<file path="src/rtl/cfi_lpad_monitor_if.sv">
// Commit-stage observation bundle: per-port commit strobe, decoded op and PC.
// Latency: none (wires only).
// Backpressure: none; the commit stage drives, monitors only listen.
// Signals:
//   commit_ack  NR_PORTS       per-port commit strobe
//   commit_op   NR_PORTS*OP_W  per-port decoded op, port i at [i*OP_W +: OP_W]
//   commit_pc   NR_PORTS*XLEN  per-port PC, port i at [i*XLEN +: XLEN]
interface cfi_lpad_monitor_if #(
    parameter int NR_PORTS = 2,
    parameter int OP_W     = 8,
    parameter int XLEN     = 64
);
    logic [NR_PORTS-1:0]      commit_ack;
    logic [NR_PORTS*OP_W-1:0] commit_op;
    logic [NR_PORTS*XLEN-1:0] commit_pc;

    modport master (output commit_ack, commit_op, commit_pc);
    modport slave  (input  commit_ack, commit_op, commit_pc);
endinterface

</file>
<file path="src/rtl/cfi_lpad_monitor.sv">
// CFI monitor: every committed JALR must reach an LPAD within WINDOW committed instructions.
// Latency: 1 cycle from the commit cycle to violation_o / alert_o / viol_pc_o / viol_cnt_o.
// Backpressure: none; passive observer, never stalls the commit stage.
// Ports:
//   clk_i, rst_ni        clock, async active-low reset
//   en_i, clear_i        monitor enable, clear of sticky alert/count/pc and LOCKED
//   commit_if (slave)    commit ack/op/pc of all ports
//   violation_o          one-cycle pulse per cycle containing >=1 violation
//   alert_o, viol_pc_o   sticky flag, JALR PC of first violation of latest violating cycle
//   viol_cnt_o, state_o  saturating violation count, 00 IDLE / 01 ARMED / 10 LOCKED
module cfi_lpad_monitor #(
    parameter int              NR_PORTS     = 2,
    parameter int              OP_W         = 8,
    parameter int              XLEN         = 64,
    parameter logic [OP_W-1:0] JALR_OP      = OP_W'(8'h2C),
    parameter logic [OP_W-1:0] LPAD_OP      = OP_W'(8'h00),
    parameter int              WINDOW       = 1,
    parameter int              CNT_W        = 16,
    parameter bit              LOCK_ON_VIOL = 1'b0
) (
    input  logic                 clk_i,
    input  logic                 rst_ni,
    input  logic                 en_i,
    input  logic                 clear_i,
    cfi_lpad_monitor_if.slave    commit_if,
    output logic                 violation_o,
    output logic                 alert_o,
    output logic [XLEN-1:0]      viol_pc_o,
    output logic [CNT_W-1:0]     viol_cnt_o,
    output logic [1:0]           state_o
);
    localparam int RW    = $clog2(WINDOW + 1);
    localparam int NV_W  = $clog2(NR_PORTS + 1);
    localparam int SUM_W = CNT_W + NV_W;
    localparam logic [SUM_W-1:0] CNT_MAX = {{NV_W{1'b0}}, {CNT_W{1'b1}}};

    typedef enum logic [1:0] {
        ST_IDLE   = 2'b00,
        ST_ARMED  = 2'b01,
        ST_LOCKED = 2'b10
    } state_t;

    state_t            r_state;
    logic [RW-1:0]     r_remaining;
    logic [XLEN-1:0]   r_armed_pc;
    logic              r_viol;
    logic              r_alert;
    logic [XLEN-1:0]   r_viol_pc;
    logic [CNT_W-1:0]  r_viol_cnt;

    state_t            w_state;
    state_t            w_next;
    logic [RW-1:0]     w_rem;
    logic [XLEN-1:0]   w_apc;
    logic [NV_W-1:0]   w_nviol;
    logic [XLEN-1:0]   w_first_pc;
    logic [OP_W-1:0]   w_op;
    logic [XLEN-1:0]   w_pc;
    logic              w_hit;
    logic              w_any;
    logic [CNT_W-1:0]  w_cnt_base;
    logic [SUM_W-1:0]  w_sum;
    logic [CNT_W-1:0]  w_cnt_sat;

    // Ports are walked in index order on a running copy of the state so a
    // JALR and its successor committing in the same cycle interact exactly
    // as if they had committed one after the other.
    always_comb begin
        w_state    = r_state;
        w_rem      = r_remaining;
        w_apc      = r_armed_pc;
        w_nviol    = '0;
        w_first_pc = '0;
        w_op       = '0;
        w_pc       = '0;
        w_hit      = 1'b0;
        for (int i = 0; i < NR_PORTS; i++) begin
            w_op  = commit_if.commit_op[i*OP_W +: OP_W];
            w_pc  = commit_if.commit_pc[i*XLEN +: XLEN];
            w_hit = 1'b0;
            if (en_i && commit_if.commit_ack[i]) begin
                case (w_state)
                    ST_IDLE: begin
                        if (w_op == JALR_OP) begin
                            w_state = ST_ARMED;
                            w_rem   = RW'(WINDOW);
                            w_apc   = w_pc;
                        end
                    end
                    ST_ARMED: begin
                        if (w_op == LPAD_OP) begin
                            w_state = ST_IDLE;
                        end else begin
                            if (w_op == JALR_OP) begin
                                w_hit = 1'b1;
                            end else begin
                                w_rem = w_rem - RW'(1);
                                w_hit = (w_rem == '0);
                            end
                            if (w_hit) begin
                                if (w_nviol == '0) w_first_pc = w_apc;
                                w_nviol = w_nviol + NV_W'(1);
                            end
                            // Locking takes priority over re-arming on a nested JALR.
                            if (w_hit && LOCK_ON_VIOL) begin
                                w_state = ST_LOCKED;
                            end else if (w_op == JALR_OP) begin
                                w_rem = RW'(WINDOW);
                                w_apc = w_pc;
                            end else if (w_hit) begin
                                w_state = ST_IDLE;
                            end
                        end
                    end
                    default: ;  // LOCKED ignores everything until clear_i
                endcase
            end
        end

        w_any = (w_nviol != '0);

        // A violation that locks in the same cycle as clear_i keeps the lock.
        if (!en_i)
            w_next = ST_IDLE;
        else if (clear_i && !w_any && w_state == ST_LOCKED)
            w_next = ST_IDLE;
        else
            w_next = w_state;

        w_cnt_base = clear_i ? '0 : r_viol_cnt;
        w_sum      = {{NV_W{1'b0}}, w_cnt_base} + {{CNT_W{1'b0}}, w_nviol};
        w_cnt_sat  = (w_sum > CNT_MAX) ? {CNT_W{1'b1}} : w_sum[CNT_W-1:0];
    end

    always_ff @(posedge clk_i or negedge rst_ni) begin
        if (!rst_ni) begin
            r_state     <= ST_IDLE;
            r_remaining <= '0;
            r_armed_pc  <= '0;
            r_viol      <= 1'b0;
            r_alert     <= 1'b0;
            r_viol_pc   <= '0;
            r_viol_cnt  <= '0;
        end else begin
            r_state     <= w_next;
            r_remaining <= w_rem;
            r_armed_pc  <= w_apc;
            r_viol      <= w_any;
            if (w_any) begin
                r_alert    <= 1'b1;
                r_viol_pc  <= w_first_pc;
                r_viol_cnt <= w_cnt_sat;
            end else if (clear_i) begin
                r_alert    <= 1'b0;
                r_viol_pc  <= '0;
                r_viol_cnt <= '0;
            end
        end
    end

    assign violation_o = r_viol;
    assign alert_o     = r_alert;
    assign viol_pc_o   = r_viol_pc;
    assign viol_cnt_o  = r_viol_cnt;
    assign state_o     = r_state;
endmodule

</file>
<file path="src/flat_wrapper.sv">
// flat-port wrapper written by rule: the top's interface ports become plain ports
module cfi_lpad_monitor_flat 
#(
    parameter int              NR_PORTS     = 2,
    parameter int              OP_W         = 8,
    parameter int              XLEN         = 64,
    parameter logic [OP_W-1:0] JALR_OP      = OP_W'(8'h2C),
    parameter logic [OP_W-1:0] LPAD_OP      = OP_W'(8'h00),
    parameter int              WINDOW       = 1,
    parameter int              CNT_W        = 16,
    parameter bit              LOCK_ON_VIOL = 1'b0
)
  (clk_i, rst_ni, en_i, clear_i, violation_o, alert_o, viol_pc_o, viol_cnt_o, state_o, commit_if_commit_ack, commit_if_commit_op, commit_if_commit_pc);
  cfi_lpad_monitor_if #(.NR_PORTS(NR_PORTS), .OP_W(OP_W), .XLEN(XLEN)) commit_if_i ();
  input  logic clk_i;
  input  logic rst_ni;
  input  logic en_i;
  input  logic clear_i;
  output logic violation_o;
  output logic alert_o;
  output logic [XLEN-1:0] viol_pc_o;
  output logic [CNT_W-1:0] viol_cnt_o;
  output logic [1:0] state_o;
  input wire logic [$bits(commit_if_i.commit_ack)-1:0] commit_if_commit_ack;
  input wire logic [$bits(commit_if_i.commit_op)-1:0] commit_if_commit_op;
  input wire logic [$bits(commit_if_i.commit_pc)-1:0] commit_if_commit_pc;
  assign commit_if_i.commit_ack = commit_if_commit_ack;
  assign commit_if_i.commit_op = commit_if_commit_op;
  assign commit_if_i.commit_pc = commit_if_commit_pc;
  cfi_lpad_monitor #(.NR_PORTS(NR_PORTS), .OP_W(OP_W), .XLEN(XLEN), .JALR_OP(JALR_OP), .LPAD_OP(LPAD_OP), .WINDOW(WINDOW), .CNT_W(CNT_W), .LOCK_ON_VIOL(LOCK_ON_VIOL)) u_core (.clk_i(clk_i), .rst_ni(rst_ni), .en_i(en_i), .clear_i(clear_i), .commit_if(commit_if_i), .violation_o(violation_o), .alert_o(alert_o), .viol_pc_o(viol_pc_o), .viol_cnt_o(viol_cnt_o), .state_o(state_o));
endmodule
</file>
<file path="config.mk">
export PLATFORM = sky130hd
export DESIGN_NAME = cfi_lpad_monitor_flat
export DESIGN_NICKNAME = d
export VERILOG_FILES = /design/src/rtl/cfi_lpad_monitor_if.sv /design/src/rtl/cfi_lpad_monitor.sv /design/src/flat_wrapper.sv
export SDC_FILE = /design/constraint.sdc
export NUM_CORES = 1
export LEC_CHECK = 0
export BUFFER_PORTS_ARGS = -buffer_cell sky130_fd_sc_hd__buf_2
export CORE_MARGIN = 4
export CORE_UTILIZATION = 44
export DETAILED_ROUTE_END_ITERATION = 16
export PLACE_DENSITY = 0.71
export SETUP_SLACK_MARGIN = 0.05
export SLEW_MARGIN = 20
export SYNTH_ARGS = -nofsm -noshare
export SYNTH_HDL_FRONTEND = slang
export SYNTH_SLANG_ARGS = --single-unit
</file>
<file path="constraint.sdc">
create_clock -name clk_i -period 4.95 [get_ports clk_i]
set_clock_uncertainty 0.2 [all_clocks]
set_input_delay 0.7425 -clock clk_i [delete_from_list [all_inputs] [get_ports clk_i]]
set_output_delay 0.7425 -clock clk_i [all_outputs]
set_load 0.02 [all_outputs]
</file>
# ---- Yosys cells after proc, flatten, opt, wreduce, memory -nomap -nowiden
# Index checks and enable logic that the tools add are counted.
# W data, S select, Z words.
dict set report word_totals {
  latchBits 0
  memories 0
  word_cells 95
  rom_bits 0
  ramBits 0
  output_inout_bits 84
  reg_bits 149
}
dict set report classes {
  n_bitwise 2
  mul 0
  add_sub_neg 4
  n_mux 64
  n_reduce_logical 12
  order_cmp 1
  div 0
  shift 0
  n_eq_ne 5
}
# op n
set op_table {}
lappend op_table {{$mux W64} 17}
lappend op_table {{$pmux W64 S2} 2}
lappend op_table {{$mux W16} 3}
lappend op_table {{$mux W2} 19}
lappend op_table {{$mux W1} 19}
lappend op_table {{$gt A18 B16 Y1 const B} 1}
lappend op_table {{$add A16 B2 Y17} 1}
lappend op_table {{$eq A8 B6 Y1 const B} 2}
lappend op_table {{$logic_not A8 Y1} 2}
lappend op_table {{$pmux W2 S2} 2}
lappend op_table {{$logic_not A2 Y1} 3}
lappend op_table {{$eq A2 B1 Y1 const B} 2}
lappend op_table {{$logic_and A1 B1 Y1} 4}
lappend op_table {{$pmux W1 S2} 2}
lappend op_table {{$reduce_bool A2 Y1} 2}
lappend op_table {{$add A2 B1 Y2 const B} 1}
lappend op_table {{$eq A2 B2 Y1 const B} 1}
lappend op_table {{$not A1 Y1} 2}
lappend op_table {{$sub A1 B1 Y1 const B} 2}
lappend op_table {{$logic_not A1 Y1} 1}

# ---- Longest topological paths before layout
dict set report depth {
  word_depth 24
  depth_mapped 17
  ltp_nobuf 15
}

# ---- Worst setup path after synthesis
# No wires, ideal clock.
dict set report synth_timing {
  path_kind {input -> register}
  start {input port commit_if_commit_op[1]}
  end {register u_core.r_viol_cnt[6], in the netlist u_core.viol_cnt_o[6]}
  t_arrival_ns 4.459
  stages 17
  slack_ns 0.205
  n_path_buf 4
  setup_time_ns 0.087
  required_ns 4.663
  path_cell_list {or4b_1 -> or4_1 -> buf_2 -> buf_1 -> buf_1 -> nand3_1 -> ha_1 -> nand2_1 -> o21ai_0 -> ha_1 -> fa_1 -> nand3_1 -> nor4b_1 -> and2_1 -> buf_2 -> nor2_1 -> a211oi_2}
}
dict set report synth_via {
  elab_chain_len 19
  word_cells_on_any_way 38
  cone_classes {add/sub: 3; order compare: 1; eq/ne: 2; mux: 29; bitwise: 1; reduce/logical: 2}
}
# item line_no
set synth_rtl {}
lappend synth_rtl {{from (decl)} flat_wrapper.sv:25} ;# input wire logic [$bits(commit_if_i.commit_op)-1:0] commit_if_commit_op;
lappend synth_rtl {{$eq A8 B6 Y1} {cfi_lpad_monitor.sv:84, cfi_lpad_monitor.sv:94, cfi_lpad_monitor.sv:107}}
lappend synth_rtl {{$mux W1} cfi_lpad_monitor.sv:107} ;# end else if (w_op == JALR_OP) begin
lappend synth_rtl {{$mux W1} cfi_lpad_monitor.sv:91} ;# if (w_op == LPAD_OP) begin
lappend synth_rtl {{$pmux W1 S2} cfi_lpad_monitor.sv:82} ;# case (w_state)
lappend synth_rtl {{$mux W1} cfi_lpad_monitor.sv:81} ;# if (en_i && commit_if.commit_ack[i]) begin
lappend synth_rtl {{$sub A1 B1 Y1} cfi_lpad_monitor.sv:97} ;# w_rem = w_rem - RW'(1);
lappend synth_rtl {{$not A1 Y1} cfi_lpad_monitor.sv:98} ;# w_hit = (w_rem == '0);
lappend synth_rtl {{$mux W1} cfi_lpad_monitor.sv:94} ;# if (w_op == JALR_OP) begin
lappend synth_rtl {{[... 3 more ...]} -}
lappend synth_rtl {{$mux W2} cfi_lpad_monitor.sv:100} ;# if (w_hit) begin
lappend synth_rtl {{$mux W2} cfi_lpad_monitor.sv:91}
lappend synth_rtl {{$mux W2} cfi_lpad_monitor.sv:82}
lappend synth_rtl {{$mux W2 *} cfi_lpad_monitor.sv:81}
lappend synth_rtl {{$add A16 B2 Y17} cfi_lpad_monitor.sv:131} ;# w_sum = {{NV_W{1'b0}}, w_cnt_base} + {{CNT_W{1'b0}}, w_nviol};
lappend synth_rtl {{$gt A18 B16 Y1} cfi_lpad_monitor.sv:132} ;# w_cnt_sat = (w_sum > CNT_MAX) ? {CNT_W{1'b1}} : w_sum[CNT_W-1:0];
lappend synth_rtl {{$mux W16} cfi_lpad_monitor.sv:132}
lappend synth_rtl {{$mux W16 *} cfi_lpad_monitor.sv:149} ;# if (w_any) begin
lappend synth_rtl {{to (signal assigned)} cfi_lpad_monitor.sv:152} ;# r_viol_cnt <= w_cnt_sat;
lappend synth_rtl {{to (decl)} cfi_lpad_monitor.sv:49} ;# logic [CNT_W-1:0] r_viol_cnt;
# Mark *: on every way between the ends. The rest lies on a longest branch, timed or not. The select of a mux whose other input is x is not followed.
# A chain may end at the register's enable or synchronous reset.

# ---- Worst setup path after layout
dict set report layout_timing {
  start {input port commit_if_commit_op[0]}
  end {register u_core.r_viol_cnt[13], in the netlist u_core.viol_cnt_o[13]}
}
# The elaborated chain is that of the path after synthesis.

==> impl_metrics.ini <==
[die]
floorplan.die_area_um2 = 18500
floorplan.initialDensity_pct = 45.1
fp.coreArea_um2 = 16000
boundaryPins = 234
rows = 46
die_height_um = 136
die-width_um = 136

[finish]
fillers = 1506
design.final.nets = 1090
finalNonFillerCells = 1163
layout.cells.most_common = sky130_fd_sc_hd__buf_2
layout-drive-gt1-share_pct = 30.1
final_core_utilization_pct = 56.5
final_design_area_no_fill_um2 = 9040
areaGrowthSynthToFinish_pct = 25.1
sequential_cell_area_um2 = 3730
layout_common_cells = sky130_fd_sc_hd__buf_2, sky130_fd_sc_hd__dfrtp_1, sky130_fd_sc_hd__nor2_1
multi_input_logic_area_um2 = 3180

[drt]
routed_via_density = 5.46
vias = 6353
drt_pre_antenna_iters = 5
wire_length_reported_by_the_detailed_router_um = 19700
route.antenna.remaining_nets = 0
drc_errors = 0
routed_wire_length_per_instance_um = 16.9
drt_iter0_markers = 284

[global_route]
groute.layer.met3.usage_pct = 5.29
grt_pass1_wl_um = 31000
met2_usage_pct = 34.0
antenna_found_initial = 4
grt_max_degree = 90
grt_pass1_vias = 6174
globalRouteMet1Util_pct = 27.0
grt_use_total_pct = 20.9
busiest_layer = met2
globalRoute.totalOverflow = 0

[yosys]
synth.ff_latch_count = 149
share_of_synthesized_area_occupied_by_flip_flops_and_latches_pct = 51.6
post_synth_instance_area_um2 = 7220
number_of_enable_type_register_cells_in_the_synthesized_netlist = 0
netlist-cell-type-count = 50
synth-async-reset-ratio_pct = 100
synthesis.instances = 735
postSynth.topFlopCell = sky130_fd_sc_hd__dfrtp_1
postSynthAreaPerCell_um2 = 9.83
mappedNetlistNets = 889
synth_top_cell_by_area = sky130_fd_sc_hd__dfrtp_1
count_of_warnings_emitted_by_yosys = 0
netlist.area_leader.share_pct = 51.6
dominant_cells_by_area_after_synthesis = sky130_fd_sc_hd__dfrtp_1, sky130_fd_sc_hd__mux2i_1, sky130_fd_sc_hd__a22oi_1

[power_and_ir_drop]
seq_power_share_pct = 47.5
p_sw_mw = 0.593
swShare_pct = 22.1
combPwrFrac_pct = 6.1
cellPowerDensity_nw_per_um2 = 297
ir_worst_vdd_uv = 229
cellInternalPower_mw = 2.09
leak_nw = 4.82
power.clock.fraction_pct = 46.4

[clocking]
cts-root-buf = sky130_fd_sc_hd__clkbuf_16
post_cts_resize_count = 0
cts_tree = yes
number_of_buffers_inserted_to_repair_setup_after_cts = 0
clock_sinks = 149
clockBufferDepth = 2
cts_htree_levels = 4
clk_pin_slew_worst_paths_ns = 0.06
cts_hold_repair.buffers = 0
cts_made_buffers = 17
worst_skew_pair.late_latency_ns = 0.41

[timing]
timing.final.hold_violations = 0
final_period_minus_worst_setup_slack_ns = 4.12
worst_pin_slew_ns = 0.908
layout_worst_path_cycle_share_pct = 83.2
unrepaired_setup_endpoints_after_global_routing = no
setup_viol = 0
max-slew-margin-rel_pct = 39.4
slew_viol_final = 0
fin_setup_tns_ns = 0
max_freq_mhz = 243

[placement]
hpwlAfterDp_um = 13200
gp_congestion = 0.869
port_buffers = 233
placed_cell_area_um2 = 8470
number_of_placed_instances_taps_included = 1133

[critical_path]
critical_path_required_ns = 5.07
cp-start-kind = input pin
timing_worst_setup_path_type = in2reg
crit_arrival_ns = 4.24
path_max_fanout = 11
critical_path.endpoint_type = flop

[min_path]
min-delay-path-class = in2async

[outcome]
run_status = completed

[job]
max_cap_viol_count = 0
[metrics by stage]
step / hold WS, ns / total power, mW / setup slack [ns]
2_1_floorplan: 0.247 / 1.35 / 0.205
3_3_place_gp: 0.260 / 1.46 / 0.525
3_5_place_dp: 0.269 / 1.46 / 0.483
4_1_cts: 0.119 / 2.71 / 0.876
5_1_grt: 0.147 / 2.79 / 0.308
6_report: 0.0986 / 2.69 / 0.833
[power groups by stage]
stage	registers (mW)	clock network (mW)	logic, mW
after global routing	1.28	1.32	0.187
after CTS	1.28	1.27	0.167
after floorplan	1.29	0	0.0602
after detailed placement	1.30	0	0.167
after global placement	1.29	0	0.164
final	1.28	1.25	0.165
[state kept, by name (all words and copies together), names as in the netlist]
register and count:
u_core.violation_o 1, u_core.state_o 2, u_core.viol_cnt_o 16, u_core.r_remaining 1
u_core.alert_o 1, u_core.r_armed_pc 64, u_core.viol_pc_o 64
[cells in the mapped netlist (all sizes together), types with 2 or more instances]
cell type	number
clkbuf	28
buf	34
o21ai	70
a21oi	73
a31o	2
inv	7
nand2	18
or2	2
a211oi	3
and2	3
nand3b	2
a41oi	2
o21a	2
nor3	9
dfrtp	149
nand4	2
nand2b	3
nand3	70
nor4	9
nor2b	4
a22oi	62
a22o	2
a21o	4
mux2i	65
nor2	78
a31oi	6
mux2	2
o311ai	2
or4	2
ha	3
and3	6
[per-layer routing]
metal | wire (µm) | share of wire, %
met1 | 8210 | 42
met2 | 9650 | 49
met3 | 1370 | 7.0
met4 | 404 | 2.1
met5 | 21 | 0.11
[cell families (layout without fill, tap and decap cells)]
logic type,Yosys count,count (layout),synth area share (%)
flip-flops,149,149,51.6
AO/OA/AOI/OAI,232,232,19.5
other,0,2,0
multiplexers,67,67,9.37
XOR/XNOR,1,1,0.121
AND/OR/NAND/NOR,213,213,14.1
adder cells (fa/ha/maj),4,4,0.797
buffers and inverters,69,279,4.52
[area by class of cell]
| cell class | instances | share of cell area [%] |
|---|---|---|
| Inverter | 7 | 0.291 |
| Multi-Input combinational cell | 517 | 35.2 |
| Clock buffer | 20 | 5.05 |
| Sequential cell | 149 | 41.3 |
| Timing Repair Buffer | 244 | 14.0 |
| Tap cell | 216 | 2.99 |
| Antenna cell | 2 | 0.0554 |
| Clock inverter | 8 | 1.14 |
[critical path, stage by stage]
cell and delay, ns:
sky130_fd_sc_hd__buf_2 0.11, sky130_fd_sc_hd__nor4_1 0.43, sky130_fd_sc_hd__a211oi_1 0.19, sky130_fd_sc_hd__o21ai_0 0.22, sky130_fd_sc_hd__inv_1 0.18, sky130_fd_sc_hd__ha_1 0.33
sky130_fd_sc_hd__nand2_1 0.05, sky130_fd_sc_hd__o21ai_0 0.08, sky130_fd_sc_hd__ha_1 0.22, sky130_fd_sc_hd__fa_1 0.30, sky130_fd_sc_hd__nand3_1 0.15, sky130_fd_sc_hd__nor4b_1 0.30
sky130_fd_sc_hd__buf_4 0.17, sky130_fd_sc_hd__and2_1 0.37, sky130_fd_sc_hd__a31oi_1 0.07, sky130_fd_sc_hd__o21ai_0 0.14, sky130_fd_sc_hd__a21boi_0 0.19
[path summary, 6_finish.rpt]
kind                                              from                    end  slack, ns  depth (start not counted)
min in group clk_i                      u_core.alert_o         u_core.alert_o       0.28                          1
worst min register to register          u_core.alert_o         u_core.alert_o       0.28                          1
worst max-delay path            commit_if_commit_op[0]  u_core.viol_cnt_o[13]       0.83                         17
worst min-delay path                            rst_ni   u_core.viol_pc_o[60]        0.1                          1
max in group asynchronous                       rst_ni  u_core.r_armed_pc[35]       3.55                          2
worst max register to register       u_core.state_o[1]  u_core.viol_cnt_o[13]       0.91                         16
(Power assumes the default switching activity.)
